==> config.mk <==
export PLATFORM = sky130hd
export DESIGN_NAME = ahb_master_engine
export DESIGN_NICKNAME = d
export VERILOG_FILES = /design/src/rtl/ahb_pkg.sv /design/src/rtl/ahb_addr_gen.sv /design/src/rtl/ahb_master_engine.sv
export SDC_FILE = /design/constraint.sdc
export NUM_CORES = 1
export LEC_CHECK = 0
export CORE_MARGIN = 2
export CORE_UTILIZATION = 39
export DETAILED_ROUTE_END_ITERATION = 8
export PLACE_DENSITY = 0.78
export REMOVE_ABC_BUFFERS = 1
export SLEW_MARGIN = 20
export SYNTH_ARGS = -nofsm -noshare
export SYNTH_HDL_FRONTEND = slang
export SYNTH_HIERARCHICAL = 1
export SYNTH_SLANG_ARGS = --single-unit
==> constraint.sdc <==
create_clock -name clk -period 3.7 [get_ports clk]
set_input_delay 0.925 -clock clk [delete_from_list [all_inputs] [get_ports clk]]
set_output_delay 0.925 -clock clk [all_outputs]
set_load 0.02 [all_outputs]
==> src/rtl/ahb_pkg.sv <==
// ahb_pkg: shared FSM state type and AHB-Lite / client-mode encodings for the master engine
package ahb_pkg;
    typedef enum logic [1:0] {IDLE, ADDR, DATA, ERR} state_t;
    localparam logic [1:0] HTRANS_IDLE   = 2'b00;
    localparam logic [1:0] HTRANS_NONSEQ = 2'b10;
    localparam logic [2:0] HSIZE_HALF    = 3'b001;
    localparam logic [2:0] HSIZE_WORD    = 3'b010;
    localparam logic [1:0] MODE_IDLE     = 2'b00;
    localparam logic [1:0] MODE_READ     = 2'b01;
    localparam logic [1:0] MODE_WRITE    = 2'b10;
endpackage

==> src/rtl/ahb_addr_gen.sv <==
// ahb_addr_gen: byte address = selected base + pixel index scaled by beat size (wraps mod 2^32)
module ahb_addr_gen #(
    parameter logic [31:0] READ_BASE  = 32'h0000_0000,
    parameter logic [31:0] WRITE_BASE = 32'h0010_0000
) (
    input  logic        sel,
    input  logic [19:0] pix_num,
    input  logic        half,
    output logic [31:0] addr
);
    assign addr = (sel ? WRITE_BASE : READ_BASE) + (half ? {11'b0, pix_num, 1'b0} : {10'b0, pix_num, 2'b0});
endmodule

==> src/rtl/ahb_master_engine.sv <==
// ahb_master_engine: single non-pipelined AHB-Lite NONSEQ beats for the client mux; optional AHB_BOUNDS_CHECK_EN rejects pixNum >= MAX_PIX
module ahb_master_engine
    import ahb_pkg::*;
#(
    parameter logic [31:0] READ_BASE  = 32'h0000_0000,
    parameter logic [31:0] WRITE_BASE = 32'h0010_0000,
    parameter logic [19:0] MAX_PIX    = 20'd307200
) (
    input  logic        clk,
    input  logic        rst,
    input  logic [1:0]  mode,
    input  logic [19:0] pixNum,
    input  logic [31:0] wdata,
    input  logic [1:0]  size,
    input  logic        startAddr_sel,
    output logic [31:0] rdata,
    output logic        data_feedback,
    output logic        bus_err,
    output logic [31:0] HADDR,
    output logic [1:0]  HTRANS,
    output logic        HWRITE,
    output logic [2:0]  HSIZE,
    output logic [31:0] HWDATA,
    input  logic [31:0] HRDATA,
    input  logic        HREADY,
    input  logic        HRESP
);
`ifdef AHB_BOUNDS_CHECK_EN
    localparam bit BOUNDS_EN = 1'b1;
`else
    localparam bit BOUNDS_EN = 1'b0;
`endif
    state_t state, next;
    logic [31:0] addr;
    logic half, req, oob, accept, done_ok;
    assign half    = size == 2'b01;
    assign req     = mode == MODE_READ || mode == MODE_WRITE;
    assign oob     = BOUNDS_EN && pixNum >= MAX_PIX;
    assign accept  = state == IDLE && req && !oob;
    assign done_ok = state == DATA && HREADY && !HRESP;
    assign HTRANS  = state == ADDR ? HTRANS_NONSEQ : HTRANS_IDLE;
    ahb_addr_gen #(.READ_BASE(READ_BASE), .WRITE_BASE(WRITE_BASE)) u_addr_gen (
        .sel(startAddr_sel),
        .pix_num(pixNum),
        .half(half),
        .addr(addr)
    );
    // state register
    always_ff @(posedge clk or posedge rst) begin
        if (rst) state <= IDLE;
        else     state <= next;
    end
    // next-state: one beat walks IDLE->ADDR->DATA, error responses detour through ERR
    always_comb begin
        next = state;
        case (state)
            IDLE: next = accept ? ADDR : IDLE;
            ADDR: next = HREADY ? DATA : ADDR;
            DATA: next = HREADY ? IDLE : (HRESP ? ERR : DATA);
            ERR:  next = HREADY ? IDLE : ERR;
            default: next = IDLE;
        endcase
    end
    // request latch, read capture, feedback pulse and sticky error flag
    always_ff @(posedge clk or posedge rst) begin
        if (rst) begin
            HADDR         <= 32'h0;
            HWRITE        <= 1'b0;
            HSIZE         <= HSIZE_WORD;
            HWDATA        <= 32'h0;
            rdata         <= 32'h0;
            data_feedback <= 1'b0;
            bus_err       <= 1'b0;
        end else begin
            data_feedback <= done_ok;
            if (accept) begin
                HADDR  <= addr;
                HWRITE <= mode == MODE_WRITE;
                HSIZE  <= half ? HSIZE_HALF : HSIZE_WORD;
                HWDATA <= half ? {wdata[15:0], wdata[15:0]} : wdata;
            end
            if (done_ok && !HWRITE)
                rdata <= HSIZE == HSIZE_HALF ? {16'h0, HADDR[1] ? HRDATA[31:16] : HRDATA[15:0]} : HRDATA;
            if (state == IDLE && mode == MODE_IDLE)
                bus_err <= 1'b0;
            else if ((state == ERR && HREADY) || (state == DATA && HREADY && HRESP) || (state == IDLE && req && oob))
                bus_err <= 1'b1;
        end
    end
endmodule

==> results.sh <==
export IMPL_final_cells=700
export IMPL_crit_chain="nor2b_1, clkdlybuf4s50_1"
export IMPL_cts_hold_fix_buffers=0
export IMPL_wl_per_cell_um=15.8
export IMPL_drcViolationCount=0
export IMPL_rsz0062_at_grt="false"
export IMPL_hpwlAfterDp_um=7930
export IMPL_crit_path_start_kind="register"
export IMPL_gp_congestion=0.712
export IMPL_switchingPower_mw=2.11
export IMPL_ioPinCount=197
export IMPL_synth_top_area_frac=0.533
export IMPL_max_cap_viol_count=0
export IMPL_dpl_instance_area_um2=6830
export IMPL_vias=3375
export IMPL_sw_frac_of_total=0.357
export IMPL_final_area_um2=7140
export IMPL_post_cts_setup_buffers=0
export IMPL_status="completed"
export IMPL_peakVddDrop_uv=402
export IMPL_postLayoutCoreUtil=0.595
export IMPL_max_freq_mhz=377
export IMPL_cp_slowest_cell="clkdlybuf4s50_1"
export IMPL_synthesis_area_um2=4790
export IMPL_cpPeakStageDelay_ps=630
export IMPL_arrival_ps=1730
export IMPL_num_antenna_cells=0
export IMPL_cp_top_family="buffers and inverters"
export IMPL_cts_buffers=9
export IMPL_ys_warn_count=6
export IMPL_grt_pass1_wl_um=17500
export IMPL_grt_overflow_total=0
export IMPL_fillers=977
export IMPL_worstPathRequired_ps=2770
export IMPL_cts_root_buffer="clkbuf_16"
export IMPL_initial_core_util=0.399
export IMPL_setup_viol=0
export IMPL_io_buffers=194
export IMPL_detail_route_antenna_nets=0
export IMPL_leakage_nw=3.08
export IMPL_clock_latency_ps=350
export IMPL_drt_initial_drc_count=125
export IMPL_hold_path_class="register to register"
export IMPL_crit_buf_inv=1
export IMPL_drt_pass1_iterations=4
export IMPL_grt_max_degree=85
export IMPL_finalMaxSlewViolations=0
export IMPL_hold_ws_ps=494
export IMPL_tightest_slew_ps=755
export IMPL_syn_area_per_cell_um2=13.3
export IMPL_ys_ff_latch=103
export IMPL_r2r_slack_ps=1910
export IMPL_routed_via_density=4.82
export IMPL_p_seq_frac=0.340
export IMPL_area_growth_syn_to_layout_pct=49.0
export IMPL_clock_path_buffers=2
export IMPL_cellPowerDensity_nw_per_um2=827
export IMPL_ys_seq_area_frac=0.538
export IMPL_cts_htree_levels=3
export IMPL_drive_above_1_share=0.228
export IMPL_clock_power_share=0.167
export IMPL_fp_row_count=40
export IMPL_placedCellCount=684
export IMPL_cts_sinks=103
export IMPL_wl_um=11100
export IMPL_cellInternalPower_mw=3.80
export IMPL_track_usage=0.170
export IMPL_chipWidth_um=115
export IMPL_endpoint_kind="primary output"
export IMPL_slew_headroom=0.496
export IMPL_die_h_um=115
export IMPL_period_minus_slack_ps=2650
export IMPL_critPathMaxFanout=7
export IMPL_skew_ps=6.00
export IMPL_nNetsFinal=645
export IMPL_pwr_share_comb=0.493
export IMPL_clk_pin_slew_ps=70
export IMPL_dieArea_um2=13200
export IMPL_critPathKind="register to primary output"
export IMPL_period_share=0.716
export IMPL_synth_top_area_cell="dfrtp_1"
export IMPL_grt_pass1_vias=3487
export IMPL_antenna_found_initial=0
export IMPL_hold_viol=0
export IMPL_cts_tree="yes"
export IMPL_synth_area_leaders="dfrtp_1, mux2_2, mux2i_1"
export IMPL_core_area_um2=12000
export IMPL_synth_distinct_cells=25
export IMPL_ctsResizeCount=0
export IMPL_synthCells=360
-- flip-flops by register name (all words and copies together), names as in the netlist --
signal         count
HADDR             32
HWDATA            32
rdata             32
HSIZE              2
state              2
HWRITE             1
bus_err            1
data_feedback      1
-- worst paths after layout --
path | startpoint | to | depth (start not counted)
worst max-delay path | state[0] | HTRANS[1] | 2
max in group asynchronous | rst | rdata[12] | 3
worst min-delay path | rdata[13] | rdata[13] | 1
min in group asynchronous | rst | HADDR[0] | 2
worst min register to register | rdata[13] | rdata[13] | 1
worst max register to register | state[0] | rdata[2] | 3
-- cell usage in the layout (no fill, tap or decap) --
cell,synthesis,layout
nor2_1,17,17
clkbuf_8,0,3
buf_12,0,3
mux2i_1,32,32
ha_1,4,4
dfrtp_1,102,102
buf_4,17,1
inv_4,0,1
nor2b_4,0,1
clkbuf_16,0,9
mux2_4,18,18
conb_1,2,12
nor4_4,1,1
bufinv_16,0,1
inv_1,20,19
nand3b_4,1,1
a21oi_1,20,20
o21ai_0,1,1
nor3_1,1,1
dfstp_2,1,1
and2_1,1,1
mux2_2,83,83
clkinv_2,0,2
nor3b_4,0,1
clkdlybuf4s50_1,0,194
mux2_1,1,1
nor2b_1,3,2
nand2b_1,2,2
clkbuf_1,2,1
nand2_1,17,17
o21bai_1,1,1
-- worst register-to-register path: stages (launching register included) --
cell,delay (ps)
dfrtp_1,480
nor4_4,310
buf_4,460
mux2_2,430
-- synth_stat cells --
library cell,n
nand2b_1,2
nor2b_1,3
o21ai_0,1
clkbuf_1,2
and2_1,1
conb_1,2
buf_4,17
mux2_4,18
ha_1,4
nand3b_4,1
buf_6,2
nand2_1,17
dfrtp_1,102
buf_2,10
mux2_1,1
nor3_1,1
inv_1,20
nor2_1,17
nor4_4,1
o21bai_1,1
nor3b_2,1
a21oi_1,20
dfstp_2,1
mux2_2,83
mux2i_1,32
-- per-layer routing --
metal,part of all wire,GRT usage
met5,0,0
met4,0.023,0.0739
met3,0.081,0.0617
met2,0.49,0.278
met1,0.41,0.201
-- metrics by stage --
stage	setup TNS, ps	total power, mW	worst slack, ps
6_report	0	5.90	1050
5_1_grt	0	6.23	951
4_1_cts	0	5.98	1020
3_5_place_dp	0	4.97	730
3_3_place_gp	0	4.89	778
2_1_floorplan	-66620	3.51	-1040
-- cell type report --
cell class	instances	area (um2)	area share
flip-flops and latches	103	2580	0.361
repair buffers	198	2010	0.281
multi-input cells	216	1980	0.278
clock buffers	13	270	0.0378
well taps	147	184	0.0258
inverters	20	77.6	0.0109
clock inverters	3	40.0	0.00561
-- kinds of logic after synthesis --
| kind of cell | share of synthesized area |
|---|---|
| AOI/OAI and AO/OA | 0.0235 |
| adders and majority gates | 0.0104 |
| buffers and inverters | 0.0590 |
| DFF | 0.538 |
| muxes | 0.321 |
| other | 0.00157 |
| and+or+nand+nor | 0.0467 |
-- power by group through the flow --
stage                     Sequential [mW]  Clock, mW  Combinational [mW]
after floorplan                      2.67          0               0.849
after global placement               2.00          0                2.89
after detailed placement             2.03          0                2.94
after CTS                            2.02       1.01                2.95
after global routing                 2.08       1.05                3.10
final                                2.01      0.985                2.91
Power figures use the tool's default switching activity.
==> edit 1: new RTL, same flow settings <==
The option `AHB_BOUNDS_CHECK_EN` is turned on by a define.
--- a/src/rtl/ahb_master_engine.sv
+++ b/src/rtl/ahb_master_engine.sv
@@ -1,4 +1,6 @@
 // ahb_master_engine: single non-pipelined AHB-Lite NONSEQ beats for the client mux; optional AHB_BOUNDS_CHECK_EN rejects pixNum >= MAX_PIX
+`define AHB_BOUNDS_CHECK_EN
+
 module ahb_master_engine
     import ahb_pkg::*;
 #(
Check against the original RTL: not equivalent (a bounded check fails within 4 cycles, from zero or initial values and one cycle with rst high).
==> edit 1 against the original RTL <==
- hold slack improved by 0.0091 ns
- non-clock buffer count rose by 1
- cell area up 3.0%
- routed wire length hardly changed
- core utilization down 0.70 points
- first-iteration DRC count fell by 4.0%
- area after synthesis up 3.8%
- power down 2.4%
- setup slack improved by 0.0046 ns
- sequential cell count unchanged
- largest cell class unchanged
- highest routed layer unchanged
==> edit 1: results (changes against the original RTL) <==
| Metric | Value |
|---|---|
| Root Buffer | clkbuf_16 |
| Top delay family on crit path | buffers and inverters |
| Postcts setup bufs | 0 (unchanged) |
| Sequential area share after synthesis | 0.518 (-0.0198) |
| Critical Path Fanout Max | 66 (+59) |
| Unique cell type count in the Yosys netlist | 29 (+16%) |
| Vias in the first global route | 3400 (-2.5%) |
| Reg clk slew, reported paths | 0.07 ns (about the same) |
| Critical path origin | mode[1] |
| Hold/Removal Path Class | register to register |
| H-tree Lvls | 3 (unchanged) |
| GPL Wtd Cong | 0.772 (+8.5%) |
| Peak VDD IR | 0.403 mV (+0.33%) |
| Worst R2R Setup Slack | 1.84 ns (-0.07 ns) |
| Worst R2R End | rdata[4] |
| Antenna diodes | 0 (unchanged) |
| DR WL/cell | 15.4 um (-2.6%) |
| Top FF cell, synth | dfrtp_1 |
| Total GRT Usage | 0.163 (-0.00662) |
| Crit path to | HWDATA[23] |
| Buf/Inv on CP | 3 (+2) |
| HPWL Detailed | 8.20 mm (+3.4%) |
| Fraction of layout cells with a size suffix above 1 | 0.300 (+0.0720) |
| Fin. max-slew vios | 0 (unchanged) |
| Via-per-instance ratio | 4.65 (-3.5%) |
| Most frequent cells after synthesis | dfrtp_1, mux2_2, mux2_4 |
| Critical path's slowest cell | clkdlybuf4s50_1 |
| Worst EP arrival | 2.87 ns (+1.14 ns) |
| DRC Markers | 0 (unchanged) |
| CTS Buf Count | 9 (unchanged) |
| Worst reg2reg path depth | 4 (+1) |
| Post-CTS resize count | 0 (unchanged) |
| Initial antenna violation count | 0 (unchanged) |
| Status | complete, no violations |
| Clk Latency, worst-skew pair | ~0.34 ns |
| Cell taking the most area after synthesis | dfrtp_1 |
| Number of synthesis warnings | 6 (unchanged) |
| Pin count of the biggest net entering global routing | 67 (-21%) |
| Fraction of registers with async set or reset after synthesis | 1.00 (unchanged) |
| Nets@finish | 639 (-0.93%) |
| Leak pwr | 3.26 nW (+6.1%) |
| Clock Path Buffers | 2 (unchanged) |
| Biggest regs | HADDR x32, HWDATA x32, rdata x32 |
| Buffers on Ports | 194 (unchanged) |
| Filler Cells Inserted | 1058 (+8.3%) |
| First-pass GRT wire length | 17.1 mm (-2.7%) |
| Largest cells by area after synthesis | dfrtp_1, mux2_2, mux2_4, mux2i_1, buf_4 |
| Pre-antenna DRT Iters | 4 (unchanged) |
| Clock Skews | 0.00602 ns (+0.0000241 ns) |
| Beginning of the worst register-to-register path | state[0] |
| CP peak stage delay | 0.49 ns (-0.14 ns) |
| Normalized max-slew margin | 0.571 (+0.0746) |
| Drt initial violations | 120 (-4.0%) |
## edit 1: through the flow
stage,setup slack [ns],area (sq um),instances
final,1.05,7350,719
after detailed placement,0.730,7040,703
after floorplan,-1.88,4800,332
after global routing,0.980,7350,719
after global placement,0.773,7040,703
after CTS,1.09,7350,719
## edit 1: area by class of cell
| cell class | instances | area share |
|---|---|---|
| Clock buffer | 13 | 0.0367 |
| Clock inverter | 3 | 0.00544 |
| Inverter | 22 | 0.0116 |
| Multi-Input combinational cell | 207 | 0.294 |
| Sequential cell | 103 | 0.351 |
| Tap cell | 172 | 0.0293 |
| Timing Repair Buffer | 199 | 0.273 |
## edit 1: logic make-up after synthesis
group           after synthesis  share of synthesized area
compound gates                9                     0.0128
fa+ha+maj                     4                     0.0101
buf+inv                      51                     0.0584
flops                       103                      0.518
mux                         151                      0.366
other cells                   2                    0.00151
simple gates                 31                     0.0332
## edit 1: how the worst min path moves through the flow
| stage | start | endpoint | slack (ns) | cells past startpoint |
|---|---|---|---|---|
| finish | HADDR[30] | HADDR[30] | 0.50 | 1 |
| global route | HADDR[25] | HADDR[25] | 0.52 | 1 |
| CTS | HADDR[30] | HADDR[30] | 0.51 | 1 |
| detailed placement | HADDR[30] | HADDR[30] | 0.49 | 1 |
| global placement | HADDR[23] | HADDR[23] | 0.49 | 1 |
| floorplan | rdata[16] | rdata[16] | 0.60 | 2 |
## edit 1: metal layers
metal,wire [um],track usage
met1,4660,0.207
met2,5490,0.267
met3,766,0.0427
met4,176,0.0643
met5,0,0
## edit 1: power breakdown
group / switching, mW / leakage, nW / total (mW) / internal (mW)
sequential: 0.321 / 1.23 / 2.00 / 1.68
combinational: 1.26 / 1.88 / 2.79 / 1.53
clock: 0.392 / 0.156 / 0.970 / 0.578
total: 1.97 / 3.26 / 5.76 / 3.79
## edit 1: worst reg2reg max path, cell delays in order, from the launching register on
cell and delay, ns:
dfrtp_1 0.45, or2_2 0.36, nor3_4 0.11, buf_4 0.42, mux2_2 0.42
==> edit 2: new RTL, same settings <==
Without the edit above. Put one more register stage on the output `bus_err`, without a reset. The value now appears one clock later. The other outputs are not delayed to match.
--- a/src/rtl/ahb_master_engine.sv
+++ b/src/rtl/ahb_master_engine.sv
@@ -25,6 +25,8 @@
     input  logic        HREADY,
     input  logic        HRESP
 );
+
+    logic bus_err_s0;
 `ifdef AHB_BOUNDS_CHECK_EN
     localparam bit BOUNDS_EN = 1'b1;
 `else
@@ -70,7 +72,7 @@
             HWDATA        <= 32'h0;
             rdata         <= 32'h0;
             data_feedback <= 1'b0;
-            bus_err       <= 1'b0;
+            bus_err_s0    <= 1'b0;
         end else begin
             data_feedback <= done_ok;
             if (accept) begin
@@ -82,10 +84,14 @@
             if (done_ok && !HWRITE)
                 rdata <= HSIZE == HSIZE_HALF ? {16'h0, HADDR[1] ? HRDATA[31:16] : HRDATA[15:0]} : HRDATA;
             if (state == IDLE && mode == MODE_IDLE)
-                bus_err <= 1'b0;
+                bus_err_s0 <= 1'b0;
             else if ((state == ERR && HREADY) || (state == DATA && HREADY && HRESP) || (state == IDLE && req && oob))
-                bus_err <= 1'b1;
+                bus_err_s0 <= 1'b1;
         end
     end
+    always_ff @(posedge clk) begin
+        bus_err <= bus_err_s0;
+    end
+
 endmodule
 
Check against the original RTL: not equivalent (a bounded check fails within 4 cycles, from zero or initial values and one cycle with rst high).
==> edit 2 against the original RTL <==
- hold slack lost 0.087 ns
- cell area decreased by 0.33%
- setup slack about the same
- area after synthesis increased by 0.89%
- sequential cell count increased by 1
- sequential share of layout area rose by 0.40 points
- routed wire length up 12%
- first-iteration DRC count increased by 68%
- via count is 16% higher
- power decreased by 3.4%
- clock skew grew 0.0020 ns
- non-clock buffer count grew 2
- global-route usage is 2.0 points higher
- critical path type unchanged
- critical endpoint unchanged
==> edit 2: results (changes against the original RTL) <==
| Metric | Value |
|---|---|
| Critical path origin | state[0] |
| Initial antenna violation count | 0 (unchanged) |
| Most frequent cells after synthesis | nand2_1, dfrtp_1, mux2_2 |
| Total number of vias | 3907 (+16%) |
| Post-CTS resize count | 0 (unchanged) |
| Peak VDD IR | 0.338 mV (-16%) |
| Pre-antenna DRT Iters | 4 (unchanged) |
| CTS Buf Count | 9 (unchanged) |
| Clock Skews | 0.00804 ns (+0.00204 ns) |
| Clk Latency, worst-skew pair | ~0.34 ns |
| Final ANT Viol Nets | 0 (unchanged) |
| Final Hold Slack | 0.407 ns (-0.0870 ns) |
| Number of synthesis warnings | 6 (unchanged) |
| Unique cell type count in the Yosys netlist | 27 (+8.0%) |
| Critical Path Fanout Max | 8 (+1) |
| Drt initial violations | 210 (+68%) |
| Hold Path End | bus_err |
| Largest cells by area after synthesis | dfrtp_1, nand2_1, mux2_2, mux2_4, mux2i_1 |
| Total GRT Usage | 0.189 (+0.0199) |
| Worst reg2reg path depth | 3 (unchanged) |
| DP Area | 6840 sq um (+0.15%) |
| Fraction of registers with async set or reset after synthesis | 0.990 (-0.00962) |
| Vias in the first global route | 3971 (+14%) |
| Reg clk slew, reported paths | 0.06 ns |
| Postcts setup bufs | 0 (unchanged) |
| Crit path to | HTRANS[1] |
| Nets@finish | 765 (+19%) |
| Top delay family on crit path | buffers and inverters |
| Worst R2R End | rdata[1] |
| Pin count of the biggest net entering global routing | 56 (-34%) |
| Critical path's slowest cell | clkdlybuf4s50_1 |
| Biggest regs | HADDR x32, HWDATA x32, rdata x32 |
| Slew @ Worst Pin | 0.672 ns (-0.0830 ns) |
| Leak pwr | 3.33 nW (+8.2%) |
| First-pass GRT wire length | 19.9 mm (+13%) |
| Root Buffer | clkbuf_16 |
| DRC Markers | 0 (unchanged) |
| HPWL Detailed | 9.05 mm (+14%) |
| Worst EP arrival | 1.73 ns (about the same) |
| Sequential area share after synthesis | 0.538 (-0.000594) |
| H-tree Lvls | 3 (unchanged) |
| HP Start | bus_err_s0 |
| Status | complete, no violations |
| Hold/Removal Path Class | register to register |
| Fraction of layout cells with a size suffix above 1 | 0.118 (-0.110) |
| GPL Wtd Cong | 0.802 (+13%) |
| Antenna diodes | 0 (unchanged) |
| Buffers on Ports | 194 (unchanged) |
| CP peak stage delay | 0.66 ns (+0.03 ns) |
| Total wire length | 12.5 mm (+12%) |
| Clock Path Buffers | 2 (unchanged) |
| Worst R2R Setup Slack | 1.94 ns (+0.03 ns) |
| Hold path cells | 0 (-1) |
edit 2: cell count changes in the layout (fill, tap and decap cells not counted), sizes merged, moves of 2 or more:
cell,before,now
a21oi,20,4
a31oi,0,16
buf,4,6
mux2,102,52
mux2i,32,16
nand2,17,197
o21ai,1,3
edit 2: metrics by stage:
| stage | instances | setup slack (ns) |
|---|---|---|
| final | 840 | 1.05 |
| after global routing | 840 | 0.975 |
| after CTS | 840 | 0.877 |
| after detailed placement | 825 | 0.507 |
| after global placement | 825 | 0.650 |
| after floorplan | 457 | -2.37 |
edit 2: final cells by class:
| cell class | count | area [sq um] |
|---|---|---|
| flip-flops and latches | 104 | 2600 |
| repair buffers | 200 | 2000 |
| well taps | 168 | 210 |
| fillers | 1072 | 4940 |
| inverters | 21 | 81.3 |
| multi-input cells | 332 | 1950 |
| clock inverters | 3 | 17.5 |
| clock buffers | 12 | 256 |
edit 2: logic make-up (layout without fill, tap and decap cells):
group,after synthesis,in the layout,synth area share
flip-flops,104,104,0.538
AND/OR/NAND/NOR,225,225,0.187
multiplexers,68,68,0.168
other,2,12,0.00155
AO/OA/AOI/OAI,23,23,0.0280
buffers and inverters,60,236,0.0675
adder cells (fa/ha/maj),4,4,0.0104
edit 2: routing by layer:
metal	track usage	part of all wire
met3	0.0496	0.081
met2	0.322	0.48
met4	0.0683	0.018
met1	0.233	0.43
met5	0	0
edit 2: worst reg2reg max path, cell delays in order (launching register included):
cell,delay (ns)
dfrtp_1,0.49
nor4_4,0.31
buf_4,0.44
mux2_2,0.41
edit 2: report_power, final:
part	switching [mW]	total, mW	internal [mW]
clock network	0.399	0.886	0.487
logic	1.48	2.82	1.34
registers	0.322	2.00	1.68
